--- src/rtl/debug_mem_dumper.sv ---
// debug_mem_dumper: walks data memory through its debug read port and streams every byte plus an XOR checksum to the UART TX
module debug_mem_dumper #(
    parameter int MEMORY_WIDTH = 8,
    parameter int MEMORY_DEPTH = 128,
    parameter int NB_ADDR      = 7
) (
    input  logic                    i_clock,
    input  logic                    i_reset,
    input  logic                    i_start,
    input  logic [MEMORY_WIDTH-1:0] i_byte_data,
    input  logic                    i_tx_done,
    output logic                    o_read_enable,
    output logic [NB_ADDR-1:0]      o_read_address,
    output logic                    o_tx_start,
    output logic [MEMORY_WIDTH-1:0] o_tx_data,
    output logic                    o_busy,
    output logic                    o_done
);
    typedef enum logic [2:0] {IDLE, READ, LATCH, SEND, WAIT_TX, SEND_CS, WAIT_CS, DONE} state_t;
    localparam logic [NB_ADDR-1:0] LAST = NB_ADDR'(MEMORY_DEPTH - 1);
    state_t                  state, next_state;
    logic [NB_ADDR-1:0]      counter, counter_n, address_n;
    logic [MEMORY_WIDTH-1:0] checksum, checksum_n, tx_data_n;
    logic                    last;
    assign last = counter == LAST;
    // state and registered outputs; outputs are decoded from the next state so they line up with the state they belong to
    always_ff @(posedge i_clock) begin
        if (i_reset) begin
            state          <= IDLE;
            counter        <= '0;
            checksum       <= '0;
            o_read_enable  <= 1'b0;
            o_read_address <= '0;
            o_tx_start     <= 1'b0;
            o_tx_data      <= '0;
            o_busy         <= 1'b0;
            o_done         <= 1'b0;
        end else begin
            state          <= next_state;
            counter        <= counter_n;
            checksum       <= checksum_n;
            o_read_enable  <= next_state == READ;
            o_read_address <= address_n;
            o_tx_start     <= next_state == SEND || next_state == SEND_CS;
            o_tx_data      <= tx_data_n;
            o_busy         <= next_state != IDLE;
            o_done         <= next_state == DONE;
        end
    end
    // next-state sequencing of the dump
    always_comb begin
        next_state = state;
        case (state)
            IDLE:    next_state = i_start ? READ : IDLE;
            READ:    next_state = LATCH;
            LATCH:   next_state = SEND;
            SEND:    next_state = WAIT_TX;
            WAIT_TX: next_state = i_tx_done ? (last ? SEND_CS : READ) : WAIT_TX;
            SEND_CS: next_state = WAIT_CS;
            WAIT_CS: next_state = i_tx_done ? DONE : WAIT_CS;
            DONE:    next_state = IDLE;
            default: next_state = IDLE;
        endcase
    end
    // datapath next values: address counter, running checksum, transmit byte, read address
    always_comb begin
        counter_n  = state == IDLE ? '0 : (state == WAIT_TX && i_tx_done && !last) ? counter + 1'b1 : counter;
        checksum_n = state == IDLE ? '0 : state == LATCH ? checksum ^ i_byte_data : checksum;
        tx_data_n  = state == LATCH ? i_byte_data : next_state == SEND_CS ? checksum : o_tx_data;
        address_n  = next_state == READ ? counter_n : o_read_address;
    end
endmodule

--- config.mk ---
export PLATFORM = sky130hd
export DESIGN_NAME = debug_mem_dumper
export DESIGN_NICKNAME = d
export VERILOG_FILES = /design/src/rtl/debug_mem_dumper.sv
export SDC_FILE = /design/constraint.sdc
export NUM_CORES = 1
export LEC_CHECK = 0
export ABC_CLOCK_PERIOD_IN_PS = 1710
export CAP_MARGIN = 20
export CORE_ASPECT_RATIO = 0.5
export CORE_UTILIZATION = 40
export CTS_BUF_LIST = sky130_fd_sc_hd__clkbuf_16
export DETAILED_ROUTE_END_ITERATION = 10
export PLACE_DENSITY = 0.66
export SYNTH_ARGS = -nofsm -noshare
export SYNTH_HDL_FRONTEND = slang
export SYNTH_SLANG_ARGS = --single-unit
--- constraint.sdc ---
create_clock -name i_clock -period 1.71 [get_ports i_clock]
set_input_delay 0.342 -clock i_clock [delete_from_list [all_inputs] [get_ports i_clock]]
set_output_delay 0.342 -clock i_clock [all_outputs]
set_load 0.005 [all_outputs]
## Yosys cells after proc, flatten, opt, wreduce, memory -nomap -nowiden

Index checks and enable logic that the tools add are counted.

| storage, ports and cells | value |
|---|---|
| bits in registers | 37 |
| input bits | 12 |

| operators by class | value |
|---|---|
| add/sub/neg operators | 1 |
| eq/ne operators | 12 |
| mux-type cells | 9 |
| bitwise logic cells | 1 |
| reductions and logical operators | 8 |

Operators with widths:

| operator | count |
|---|---|
| $pmux 3 s8 | 1 |
| $eq 3x3->1 const B | 6 |
| $mux 8 | 2 |
| $mux 7 | 2 |
| $eq 3x2->1 const B | 3 |
| $xor 8x8->8 | 1 |
| $add 7x1->7 const B | 1 |
| $eq 7x7->1 const B | 1 |
| $eq 3x1->1 const B | 2 |
| $mux 3 | 2 |
| $logic_not 3->1 | 1 |
| $reduce_bool 3->1 | 1 |
| $logic_and 1x1->1 | 2 |
| $mux 1 | 2 |
| $reduce_bool 2->1 | 1 |
| $reduce_or 2->1 | 1 |
| $logic_not 1->1 | 1 |
| $logic_or 1x1->1 | 1 |

## Depth between registers and ports, before layout

| depth | value |
|---|---|
| depth after elaboration | 7 |
| gate-level depth with buffers | 7 |
| depth with buffers taken out | 5 |

## Worst setup path before layout

Ideal clock, no wire load.

| timing | value |
|---|---|
| kind | reg2reg |
| from | register counter[0] |
| to | register o_tx_data[0] |
| library setup time | 122 ps |
| arrival time | 1,521 ps |
| required time | 1,588 ps |
| slack | 66 ps |
| stages on the path, launching flop included | 7 |
| path buffers | 1 |
| clock period less this slack | 1,644 ps |
| cells stage by stage | dfxtp_1 > ha_1 > nand4_4 > nor4_4 > buf_6 > mux2i_1 > a211oi_1 |

| on the way | value |
|---|---|
| longest elaborated chain between the ends | 6 |

Ends and longest elaborated chain:

| what | line | source |
|---|---|---|
| start: declaration | 22 | `logic [NB_ADDR-1:0] counter, counter_n, address_n;` |
| start signal: assignment | 40 | `counter <= counter_n;` |
| $eq 7x7->1 | 25 | `assign last = counter == LAST;` |
| $mux 3 (2 in series) | 58 | `WAIT_TX: next_state = i_tx_done ? (last ? SEND_CS : READ) : WAIT_TX;` |
| $pmux 3 s8 | 53 | `case (state)` |
| $eq 3x3->1 | 69 | `tx_data_n = state == LATCH ? i_byte_data : next_state == SEND_CS ? checksum : o_tx_data;` |
| $reduce_bool 2->1 (no source line) | - |  |
| end signal: assignment | 45 | `o_tx_data <= tx_data_n;` |
| end: declaration | 15 | `output logic [MEMORY_WIDTH-1:0] o_tx_data,` |

Every way passes these cells.
A chain may end at the register's enable or synchronous reset.

## Worst setup path after layout

| timing | value |
|---|---|
| from | register counter[1] |
| to | register o_tx_data[7] |

Same word-level chain as after synthesis.

==> impl_results.md <==
- Outcome: completed
- Worst-Margin Slew: 0.5017 ns
- H-tree depth: 2
- Yosys cell types: 43
- Starting density of the core: 42.36%
- Clock skew: around 0.0046 ns
- Initial DRT Pass Iterations: 4
- Synth Area per Inst: 9.381 µm²
- Cell Count, Final, Fillers Out: 283
- FP Rows: 16
- RSZ-0062 raised after global routing: false
- Synth Register Bits: 37
- CTS max path bufs: 2
- Die Y: 47.82 µm
- Routed wire per std cell: ~14 µm
- Mapped Cells: 179
- Syn_nets: approximately 190
- Residual DRC: 0
- Fraction of registers with async set/reset: 0%
- Relative slew slack: 66.47%
- Clk_lat worst skew: 0.28 ns
- Worst setup path class: reg -> reg
- Initial antenna violation count: 0
- Ys flop type: dfxtp_1
- TritonCTS clock tree: done
- Final WL: 3.848 mm
- Final Max Tran Viols: 0
- Die Wd: 93.63 µm
- R2R Setup Slk: 0.09 ns
- Fill cells: 343
- ANT nets after route: 0
- CTS Root Cell: clkbuf_16
- EDFF count, synth: 0
- Vias post-DR: 1434
- Worst-path maximum fanout: 9
- DRT iter0 DRCs: 64
- Global route total overflow: 0
- Final hold vios: 0
- Number of diodes: 0
- Post-CTS Setup Bufs: 0
- Hpwl dp: 2.601 mm
- GPL Wtd Cong: 0.8806
- Port Buffers: 30
- Inst Count DP: 274
- Max_cap viols: 0
- Post-synthesis sequential area ratio: 44.11%
- Worst vdd ir: 0.0005169 V
- Boundary Pins: 31
- Die ar.: 4477 µm²
- Core area: between 3000 and 4000 µm²
- HP Class: reg -> reg
- Layout cells sized above 1: 17.47%
- Final #Nets: 241
- Final min period: roughly 1.6 ns
- Setup tns final: 0 ns
- Startpoint types: register
- CP arrival: 1.75 ns
- Worst setup EP type: register
- Vias in the first global route: between 1000 and 1500
- Final setup vio count: 0
- Largest net degree at the start of global routing: 19
- Maximum achievable frequency: 618.8 MHz
- CTS buffer count: 5
- CTS Sinks: 37
- Power Dens Cells: a little under 1000 nW/µm²
- First-pass GRT wire length: slightly below 6 mm
- Area Growth Syn to Fin: 37.93%
- WP data required: 1.85 ns
- Period utilisation layout: 94.51%
- Leak pwr: 0.8592 nW
- Via-per-instance ratio: 5.067
- Area of the mapped netlist: ~1700 µm²
- Clk pin slew, worst setup/hold paths: about 0.060 ns
- All-layer global routing usage: 18.15%
- Synthesis Warnings: 0
-- power by group --
group | leakage [nW] | total (W) | switching, W | internal [W]
clock | 0.0852 | 0.00104 | 0.000360 | 0.000685
sequential | 0.301 | 0.000930 | 0.0000252 | 0.000905
combinational | 0.473 | 0.000321 | 0.000159 | 0.000162
-- timing repair --
item / CTS / global route
pin swaps: 0 / 2
resized for setup: 1 / 6
hold buffers: 0 / 0
cloned: 0 / 1
endpoints found under the setup margin: 2 / 10
-- worst max-delay path, cell delays in order, from the launching register on --
cell	delay, ns
dfxtp_2	0.35
ha_4	0.16
nand4_4	0.12
nor4_4	0.38
buf_12	0.18
mux2i_1	0.20
a211oi_1	0.09
-- state kept, by name (all words and copies together) (netlist names) --
register,flops
checksum,8
o_tx_start,1
counter,7
o_busy,1
state,3
o_read_address,7
o_read_enable,1
o_done,1
o_tx_data,8
-- Yosys cell counts, types with 2 or more instances --
cell,instances,share of area [%]
dfxtp_1,37,44
nor2_1,30,6.7
nand2_1,15,3.4
xor2_1,11,5.7
a211oi_1,10,4.5
mux2i_1,10,6.0
nand3_1,8,2.4
o21ai_0,7,2.1
buf_6,4,2.7
buf_2,3,0.89
inv_1,3,0.67
nand4_1,3,1.1
o211ai_1,3,1.3
o31ai_1,3,1.3
and2_1,2,0.75
clkbuf_8,2,1.6
o21bai_1,2,0.89
-- logic make-up (layout without fill, tap and decap cells) --
group | after synthesis | count (layout) | share of synthesized area (%)
AOI/OAI and AO/OA | 33 | 33 | 13.93
DFF | 37 | 37 | 44.11
adders and majority gates | 1 | 1 | 0.7450
muxes | 11 | 11 | 6.632
xor gates and xnor gates | 12 | 12 | 6.259
and+or+nand+nor | 70 | 70 | 21.54
buffers and inverters | 15 | 65 | 6.780
-- layout make-up --
type,instances,area (µm²),share of cell area [%]
Clock buffer,5,125.1,5.402
Sequential cell,37,743.2,32.09
Clock inverter,3,42.54,1.837
Multi-Input combinational cell,127,837.1,36.14
Inverter,4,15.01,0.6483
Tap cell,54,67.56,2.917
Timing Repair Buffer,53,485.5,20.96
-- worst paths after layout --
kind | from | end | cells past startpoint
max | counter[1] | o_tx_data[7] | 6
min | o_read_address[3] | o_read_address[3] | 2
max reg2reg | counter[1] | o_tx_data[7] | 6
min reg2reg | o_read_address[3] | o_read_address[3] | 2
-- per-stage QoR --
stage / area [µm²] / hold WS (ns) / setup slack [ns] / utilization, % / power, W
after floorplan: 1679 / 0.4456 / 0.06648 / - / 0.001124
after global placement: 2126 / 0.4440 / -0.2355 / 53.63 / 0.001259
after detailed placement: 2126 / 0.4565 / -0.2629 / 53.63 / 0.001263
after CTS: 2292 / 0.4645 / 0.03513 / 57.83 / 0.002312
after global routing: 2316 / 0.4761 / 0.01267 / 58.43 / 0.002394
final: 2316 / 0.4572 / 0.09386 / 58.43 / 0.002296
-- routing by layer --
layer / vias up / GRT usage [%] / part of all wire [%]
met5: - / 0 / 0
met4: 0 / 4.615 / 0.65
met3: 5 / 4.762 / 3.1
met2: 32 / 28.53 / 44
met1: 671 / 25.33 / 52
li1: 726 / - / -
-- layout by cell type (no fill, tap or decap), types with 4 or more instances in the layout --
cell type,Yosys,final
buf_4,1,20
nand3_1,8,8
o21ai_0,7,7
inv_1,3,4
dfxtp_1,37,35
xor2_1,11,11
nor2_1,30,30
clkdlybuf4s50_1,0,29
clkbuf_16,0,5
a211oi_1,10,10
nand2_1,15,15
mux2i_1,10,10
No activity file was read; power rests on OpenSTA's default activity.
